<file path="src/rtl/branch_predictor.sv">
// Dynamic branch predictor: direct-mapped BTB plus a table of saturating
// counters, indexed either bimodally or gshare-style (PC XOR global history).
// IF gets a zero-latency prediction; EX trains the tables with one resolved
// branch per cycle and repairs the global history on a mispredict.
//
// Handshake: there is no back-pressure. lu_valid marks a real fetch and only
// gates the history shift; upd_valid qualifies every upd_* input for exactly
// one cycle and upd_* are ignored whenever it is low.
module branch_predictor #(
    parameter int BTB_ENTRIES = 64,
    parameter int TAG_W       = 8,
    parameter int PHT_ENTRIES = 256,
    parameter int CNT_W       = 2,
    parameter int GSHARE      = 0,
    parameter int HIST_W      = 6,
    parameter int STAT_W      = 16
) (
    input  logic              clk,
    input  logic              reset,
    input  logic              lu_valid,
    input  logic [31:0]       lu_pc,
    output logic              pred_hit,
    output logic              pred_taken,
    output logic [31:0]       pred_target,
    output logic [HIST_W-1:0] pred_ghr,
    input  logic              upd_valid,
    input  logic [31:0]       upd_pc,
    input  logic              upd_taken,
    input  logic [31:0]       upd_target,
    input  logic [HIST_W-1:0] upd_ghr,
    input  logic              upd_mispredict,
    input  logic              inv,
    output logic [STAT_W-1:0] mispred_cnt
);
    localparam int BI = $clog2(BTB_ENTRIES);
    localparam int PI = $clog2(PHT_ENTRIES);
    // Weakly not-taken: MSB clear, every lower bit set.
    localparam logic [CNT_W-1:0] CNT_INIT = {1'b0, {(CNT_W-1){1'b1}}};
    localparam logic [CNT_W-1:0] CNT_MAX  = {CNT_W{1'b1}};

    logic [BTB_ENTRIES-1:0] btb_valid;
    logic [TAG_W-1:0]       btb_tag    [BTB_ENTRIES];
    logic [29:0]            btb_target [BTB_ENTRIES];
    logic [CNT_W-1:0]       pht        [PHT_ENTRIES];
    logic [HIST_W-1:0]      ghr;

    logic [BI-1:0]    lu_bi, upd_bi;
    logic [TAG_W-1:0] lu_tag, upd_tag;
    logic [PI-1:0]    lu_hist, upd_hist, lu_pi, upd_pi;
    logic [CNT_W-1:0] lu_cnt, upd_cnt;
    logic             hit;
    logic             unused_bits;

    // Shift one outcome into a history value; works for HIST_W == 1 as well.
    function automatic logic [HIST_W-1:0] shift_hist(input logic [HIST_W-1:0] h,
                                                     input logic b);
        logic [HIST_W:0] t;
        t = {h, b};
        return t[HIST_W-1:0];
    endfunction

    // Zero-extend history to the counter-table index width (zero in bimodal mode).
    always_comb begin
        lu_hist  = '0;
        upd_hist = '0;
        if (GSHARE != 0) begin
            lu_hist[HIST_W-1:0]  = ghr;
            upd_hist[HIST_W-1:0] = upd_ghr;
        end
    end

    assign lu_bi   = lu_pc[BI+1:2];
    assign lu_tag  = lu_pc[BI+TAG_W+1:BI+2];
    assign lu_pi   = lu_pc[PI+1:2] ^ lu_hist;
    assign upd_bi  = upd_pc[BI+1:2];
    assign upd_tag = upd_pc[BI+TAG_W+1:BI+2];
    assign upd_pi  = upd_pc[PI+1:2] ^ upd_hist;

    assign hit    = btb_valid[lu_bi] && (btb_tag[lu_bi] == lu_tag);
    assign lu_cnt = pht[lu_pi];
    assign upd_cnt = pht[upd_pi];

    assign pred_hit    = hit;
    assign pred_taken  = hit && lu_cnt[CNT_W-1];
    assign pred_target = hit ? {btb_target[lu_bi], 2'b00} : 32'h0;
    assign pred_ghr    = ghr;

    // Address bits that neither index nor tag anything.
    assign unused_bits = ^{lu_pc[1:0], lu_pc[31:BI+TAG_W+2],
                           upd_pc[1:0], upd_pc[31:BI+TAG_W+2], upd_target[1:0]};

    // BTB valid bits: invalidate wins over a same-cycle taken write.
    always_ff @(posedge clk or negedge reset) begin
        if (!reset) begin
            btb_valid <= '0;
        end else if (inv) begin
            btb_valid <= '0;
        end else if (upd_valid && upd_taken) begin
            btb_valid[upd_bi] <= 1'b1;
        end
    end

    // BTB payload: harmless to write under inv because the entry stays invalid.
    always_ff @(posedge clk) begin
        if (upd_valid && upd_taken) begin
            btb_tag[upd_bi]    <= upd_tag;
            btb_target[upd_bi] <= upd_target[31:2];
        end
    end

    // Counter table: saturating up on taken, down on not-taken.
    always_ff @(posedge clk or negedge reset) begin
        if (!reset) begin
            for (int i = 0; i < PHT_ENTRIES; i++) pht[i] <= CNT_INIT;
        end else if (upd_valid) begin
            if (upd_taken && upd_cnt != CNT_MAX) begin
                pht[upd_pi] <= upd_cnt + CNT_W'(1);
            end else if (!upd_taken && upd_cnt != '0) begin
                pht[upd_pi] <= upd_cnt - CNT_W'(1);
            end
        end
    end

    // Global history: mispredict repair beats speculative shift on a hit.
    always_ff @(posedge clk or negedge reset) begin
        if (!reset) begin
            ghr <= '0;
        end else if (GSHARE == 0) begin
            ghr <= '0;
        end else if (upd_valid && upd_mispredict) begin
            ghr <= shift_hist(upd_ghr, upd_taken);
        end else if (lu_valid && hit) begin
            ghr <= shift_hist(ghr, pred_taken);
        end
    end

    // Mispredict statistic, sticks at all-ones.
    always_ff @(posedge clk or negedge reset) begin
        if (!reset) begin
            mispred_cnt <= '0;
        end else if (upd_valid && upd_mispredict && mispred_cnt != {STAT_W{1'b1}}) begin
            mispred_cnt <= mispred_cnt + STAT_W'(1);
        end
    end
endmodule

</file>
<file path="config.mk">
export PLATFORM = sky130hd
export DESIGN_NAME = branch_predictor
export DESIGN_NICKNAME = d
export VERILOG_FILES = /design/src/rtl/branch_predictor.sv
export SDC_FILE = /design/constraint.sdc
export NUM_CORES = 2
export LEC_CHECK = 0
export BUFFER_PORTS_ARGS = -buffer_cell sky130_fd_sc_hd__buf_4
export CAP_MARGIN = 10
export CELL_PAD_IN_SITES_DETAIL_PLACEMENT = 1
export CELL_PAD_IN_SITES_GLOBAL_PLACEMENT = 2
export CORE_AREA = 2 2 582 584
export CTS_BUF_LIST = sky130_fd_sc_hd__clkbuf_4
export DETAILED_ROUTE_END_ITERATION = 8
export DIE_AREA = 0 0 584 586
export HOLD_SLACK_MARGIN = 0.08
export PLACE_DENSITY = 0.58
export SYNTH_ARGS = -nofsm -noshare
export SYNTH_HDL_FRONTEND = slang
export SYNTH_SLANG_ARGS = --single-unit
</file>
<file path="constraint.sdc">
create_clock -name clk -period 4.7 [get_ports clk]
set_input_delay 0.47 -clock clk [delete_from_list [all_inputs] [get_ports clk]]
set_output_delay 0.47 -clock clk [all_outputs]
set_load 0.02 [all_outputs]
</file>
# ---- Word level (Yosys, flattened, before mapping)
# Memory sizes are Yosys's and may differ from the RTL's.
# Cells that the tools add are included.
# W data, S select, Z words.
dict set report classes {
  add_sub_neg 3
  magnitude_cmp 6
  eq_ne 3
  muxes 21
  n_bitwise 3
  reduce_logical 14
}
# op n
set op_table {}
lappend op_table {{$bwmux W512} 2}
lappend op_table {{$mux W512} 2}
lappend op_table {{$mux W64} 2}
lappend op_table {{$or A64 B64 Y64} 1}
lappend op_table {{$bmux W2 S8} 2}
lappend op_table {{$mux W32} 1}
lappend op_table {{$ge A9 B9 Y1 const B} 2}
lappend op_table {{$not A8 Y9} 2}
lappend op_table {{$add A16 B1 Y16 const B} 1}
lappend op_table {{$demux W2 S8} 1}
lappend op_table {{$ne A16 B16 Y1 const B} 1}
lappend op_table {{$lt A6 B7 Y1 const B} 2}
lappend op_table {{$mux W2} 5}
lappend op_table {{$logic_and A1 B1 Y1} 9}
lappend op_table {{$lt A9 B1 Y1 const B} 1}
lappend op_table {{$eq A8 B8 Y1} 1}
lappend op_table {{$bmux W1 S6} 1}
lappend op_table {{$demux W1 S6} 1}
lappend op_table {{$ge A6 B1 Y1 const B} 1}
lappend op_table {{$reduce_bool A2 Y1} 3}
lappend op_table {{$mux W1} 4}
lappend op_table {{$add A2 B1 Y2 const B} 1}
lappend op_table {{$ne A2 B2 Y1 const B} 1}
lappend op_table {{$reduce_and A2 Y1} 1}
lappend op_table {{other kinds (2)} 2}
dict set report word_totals {
  register_bits 592
  ram_bits 2432
  inputBits 109
  out_inout_bits 56
  wordCells 310
  mem_count 2
}
# memory words width read_ports rd_clocked_by_memory_dff wr line_no
set memory_table {}
lappend memory_table {btb_target 64 30 1 0 1 43} ;# logic [29:0] btb_target [BTB_ENTRIES];
lappend memory_table {btb_tag 64 8 1 0 1 42} ;# logic [TAG_W-1:0] btb_tag [BTB_ENTRIES];

# ---- Longest topological paths before layout
dict set report logic_depth {
  ltp_word 8
  ltp_mapped 21
  ltp_nobuf 15
}

# ---- Least setup slack after synthesis
# No wires, ideal clock.
dict set report synth_timing {
  path_type {input -> register}
  startpoint {in upd_pc[3]}
  endpoint {reg (tool-made name)}
  setup_time_ns 0.091
  t_arrival_ns 4.892
  required_time_ns 4.609
  slack_ns -0.283
  path_stages 17
  path_buffers 7
  path_cell_list {buf_2 buf_2 clkbuf_1 clkbuf_1 mux4_2 mux4_2 mux4_2 a221oi_2 inv_1 ha_1 nor2b_1 o21a_1 nand3_1 clkbuf_1 clkbuf_1 clkbuf_1 o31ai_1}
}
# element line_no
set synth_lines {}
lappend synth_lines {{start: declaration} 27} ;# input logic [31:0] upd_pc,

# ---- Worst setup path in the final report
dict set report layout_timing {
  startpoint {mem btb_tag[39][1]}
  endpoint {out pred_target[4]}
}
dict set report layout_via {
  elab_chain_cells 4
}
# element line_no
set layout_lines {}
lappend layout_lines {{start: declaration} 42}
lappend layout_lines {{$mem_v2 Z64 W8} --}
lappend layout_lines {{$eq A8 B8 Y1} 79} ;# assign hit = btb_valid[lu_bi] && (btb_tag[lu_bi] == lu_tag);
lappend layout_lines {{$logic_and A1 B1 Y1} 79}
lappend layout_lines {{$mux W32} 85} ;# assign pred_target = hit ? {btb_target[lu_bi], 2'b00} : 32'h0;
lappend layout_lines {{end: declaration} 24} ;# output logic [31:0] pred_target,
# No other way between the ends.

==> summary.md <==
| Metric | Value |
|---|---|
| Gate count of the mapped netlist | `6,357` |
| Share of the synthesized area in the top cell type | `58.9%` |
| Synth area leaders | `edfxtp_1 (59%), mux4_2 (17%), dfrtp_1 (6.8%)` |
| WHS | `0.315 ns` |
| Final Cell Area | `0.147 mm^2` |
| Met3 Track Usage GR | `3.79%` |
| Fmax | `186 MHz` |
| Iter 0 DRT Violations | `6,099` |
| Die ar. | `0.342 mm^2` |
| First-pass GRT wire length | `581,000 um` |
| Fin crit period | `5.38 ns` |
| Max VDD drop | `0.232 mV` |
| Placer Congestion | `0.781` |
| Slew Limit Fails | `0` |
| Largest net degree at the start of global routing | `124` |
| Routing usage on met2 | `41.0%` |
| Crit path from | `btb_tag[39][1]` |
| Fraction of layout cells with a size suffix above 1 | `42.7%` |
| Synth Area per Inst | `19.5 um^2` |
| Sequential share of the synthesized area | `71.1%` |
| Post-DP HPWL | `234,000 um` |
| Via density | `5.66` |
| Status | `complete, but fails checks` |
| Power Total | `57.2 mW` |
| Slew @ Worst Pin | `1.32 ns` |
| RSZ-0062 raised after global routing | `true` |
| Worst r2r path cells | `14` |
| Area added between synthesis and finish | `18.4%` |
| Clock tree buffer depth | `4` |
| ANT nets after route | `0` |
| CTS clk-pin slew, worst paths | `0.07 ns` |
| WP data arrival | `4.91 ns` |
| Wirelength, routed | `410,000 um` |
| IO Port Bufs | `111` |
| Number of flops mapped to enable cells by yosys | `2,432` |
| Setup_tns | `-19.78 ns` |
| Number of max-cap violations | `0` |
| Placed cell area | `0.134 mm^2` |
| Endpoints failing setup | `32` |
| Clk root buf | `clkbuf_4` |
| DRC viols | `0` |
| Drt wl/cell | `32.9 um` |
| RR Startpoint | `pht[249]` |
| Max Fanout on Critical Path | `4` |
| Synth cell count leaders | `edfxtp_1 (2,432), mux4_2 (914), o21ai_0 (366)` |
| Vias in the first global route | `75,596` |
| Post-synth top flop | `edfxtp_1` |
| Core box area | `0.336 mm^2` |
| Final Hold Fails | `0` |
| Worst setup path end | `pred_target[4]` |
| Worst Skew | `0.0965 ns` |
| Distinct cells, synth | `79` |
| GR Util All Layers | `24.0%` |
| WP data required | `4.23 ns` |
| # IOs | `165` |
| CP Capture Type | `output port` |
| Initial antenna violation count | `17` |
| Met1 Use GR | `31.5%` |
| Post-route setup slack | `-0.685 ns` |
| CTS tree | `done` |
| CTS sink count | `3,024` |
| Die width | `584 um` |
| Busiest grt layer | `met2` |
| Crit start category | `flop` |
| P_leak | `49.6 nW` |
| Yosys Warn Count | `0` |
| Clock Latency Late Sink | `1.57 ns` |
| DRT Pass-1 Iters | `5` |
| Initial core utilization | `36.9%` |
| Period utilization | `115%` |
| Number of synthesized register bits | `3,024` |
| NumNets Final | `7,542` |
| Clock buffer count from CTS | `809` |
| Via count | `70,646` |
| # rows | `213` |
| FILL cells | `32,030` |
| Pwr Density | `390 mW/mm^2` |
| Hold crit path type | `input port to flop` |
| Die height | `586 um` |
| Synthesized area | `0.124 mm^2` |
| Rel. slew slack | `12.1%` |
| Layout Utilization | `43.7%` |
| Synth area leader | `edfxtp_1` |
| Crit path kind | `flop to output port` |
| Top-count cell post-synth | `edfxtp_1` |
| Async set or reset register ratio after synthesis | `19.6%` |
| GRT Residual Overflow | `0` |
| Failing checks | `negative setup slack` |
| R2r setup slk | `0.21 ns` |
| H-tree Lvls | `6` |
==> worst max-delay path, cell delays in order (launching register included) <==
cell and delay [ns]:
edfxtp_1 0.39, mux4_2 0.49, o211a_4 0.27, nor4_4 0.29, a21oi_1 0.10, nand3b_1 0.18
buf_6 0.14, or4_4 0.57, buf_16 0.17, buf_12 0.15, buf_12 0.14, a211oi_2 0.25
buf_4 0.20
==> where the power goes <==
| group | total [mW] | switching (mW) | internal (mW) |
|---|---|---|---|
| combinational | 3.86 | 2.27 | 1.59 |
| sequential | 29.5 | 0.190 | 29.3 |
| clock | 23.8 | 11.4 | 12.4 |
| total | 57.2 | 13.9 | 43.4 |
==> area by class of cell <==
type / count / area [um^2] / share of cell area [%]
diodes: 11 / 27.5 / 0.0188
flip-flops and latches: 3024 / 88200 / 60.1
clock inverters: 210 / 1310 / 0.890
inverters: 6 / 30.0 / 0.0205
well taps: 4407 / 5510 / 3.76
clock buffers: 1232 / 9250 / 6.30
repair buffers: 726 / 8130 / 5.54
multi-input cells: 2863 / 34300 / 23.4
==> timing repair <==
item,CTS,global route
pin swaps,3,3
endpoints found under the setup margin,32,33
resized for setup,24,20
hold endpoints to repair,4405,0
hold buffers,134,0
setup buffers,3,4
==> flip-flops by register name, summed over array words and instances, names as in the netlist, named ones only <==
| signal | flops |
|---|---|
| btb_tag | 512 |
| pht | 256 |
| btb_target | 1920 |
| btb_valid | 64 |
| mispred_cnt | 16 |
==> routing by layer <==
metal,routed length [um],part of all wire (%),vias to the layer above
li1,-,-,28995
met2,207000,50,2294
met5,54,0.013,-
met4,12300,3.0,8
met1,169000,41,38693
met3,22100,5.4,656
==> cell usage in the layout, fill, tap and decap left out, drive strengths merged, types with 16 or more instances in the layout <==
master / instances
o21ai: 369
o31ai: 351
nand2b: 16
edfxtp: 2432
dlygate4sd3: 96
mux4: 928
clkinv: 165
a22o: 35
nor3: 29
dfstp: 256
nand2: 163
mux2: 182
clkbuf: 1232
buf: 630
nor2: 350
dfrtp: 336
a22oi: 50
inv: 33
nand3: 35
nor2b: 26
a21oi: 22
mux2i: 97
a211oi: 21
o22ai: 21
==> cells by family after synthesis <==
family	count (synthesis)	share of synthesized area, %
fa+ha+maj	3	0.0303
compound gates	944	5.07
flops	3024	71.1
other cells	1	0.00303
mux	1207	19.3
xor+xnor	24	0.170
simple gates	677	2.44
buf+inv	477	1.81
==> worst min path at each step <==
| stage | startpoint | end | cells past startpoint | slack (ns) |
|---|---|---|---|---|
| 2_1_floorplan | reset | btb_valid[0] | 0 | 0.17 |
| 3_3_place_gp | btb_valid[9] | btb_valid[9] | 2 | 0.47 |
| 3_5_place_dp | btb_valid[17] | btb_valid[17] | 2 | 0.49 |
| 4_1_cts | upd_pc[8] | btb_tag[32][0] | 3 | 0.1 |
| 5_1_grt | upd_pc[8] | btb_tag[32][0] | 3 | 0.26 |
| 6_report | upd_pc[6] | flop | 6 | 0.31 |
==> stage by stage <==
| step | instances | setup slack [ns] |
|---|---|---|
| after floorplan | 6364 | 0.000906 |
| after global placement | 10885 | -0.357 |
| after detailed placement | 10885 | -0.374 |
| after CTS | 12464 | -0.847 |
| after global routing | 12470 | -0.792 |
| final | 12479 | -0.685 |
Power figures use the tool's default switching activity.
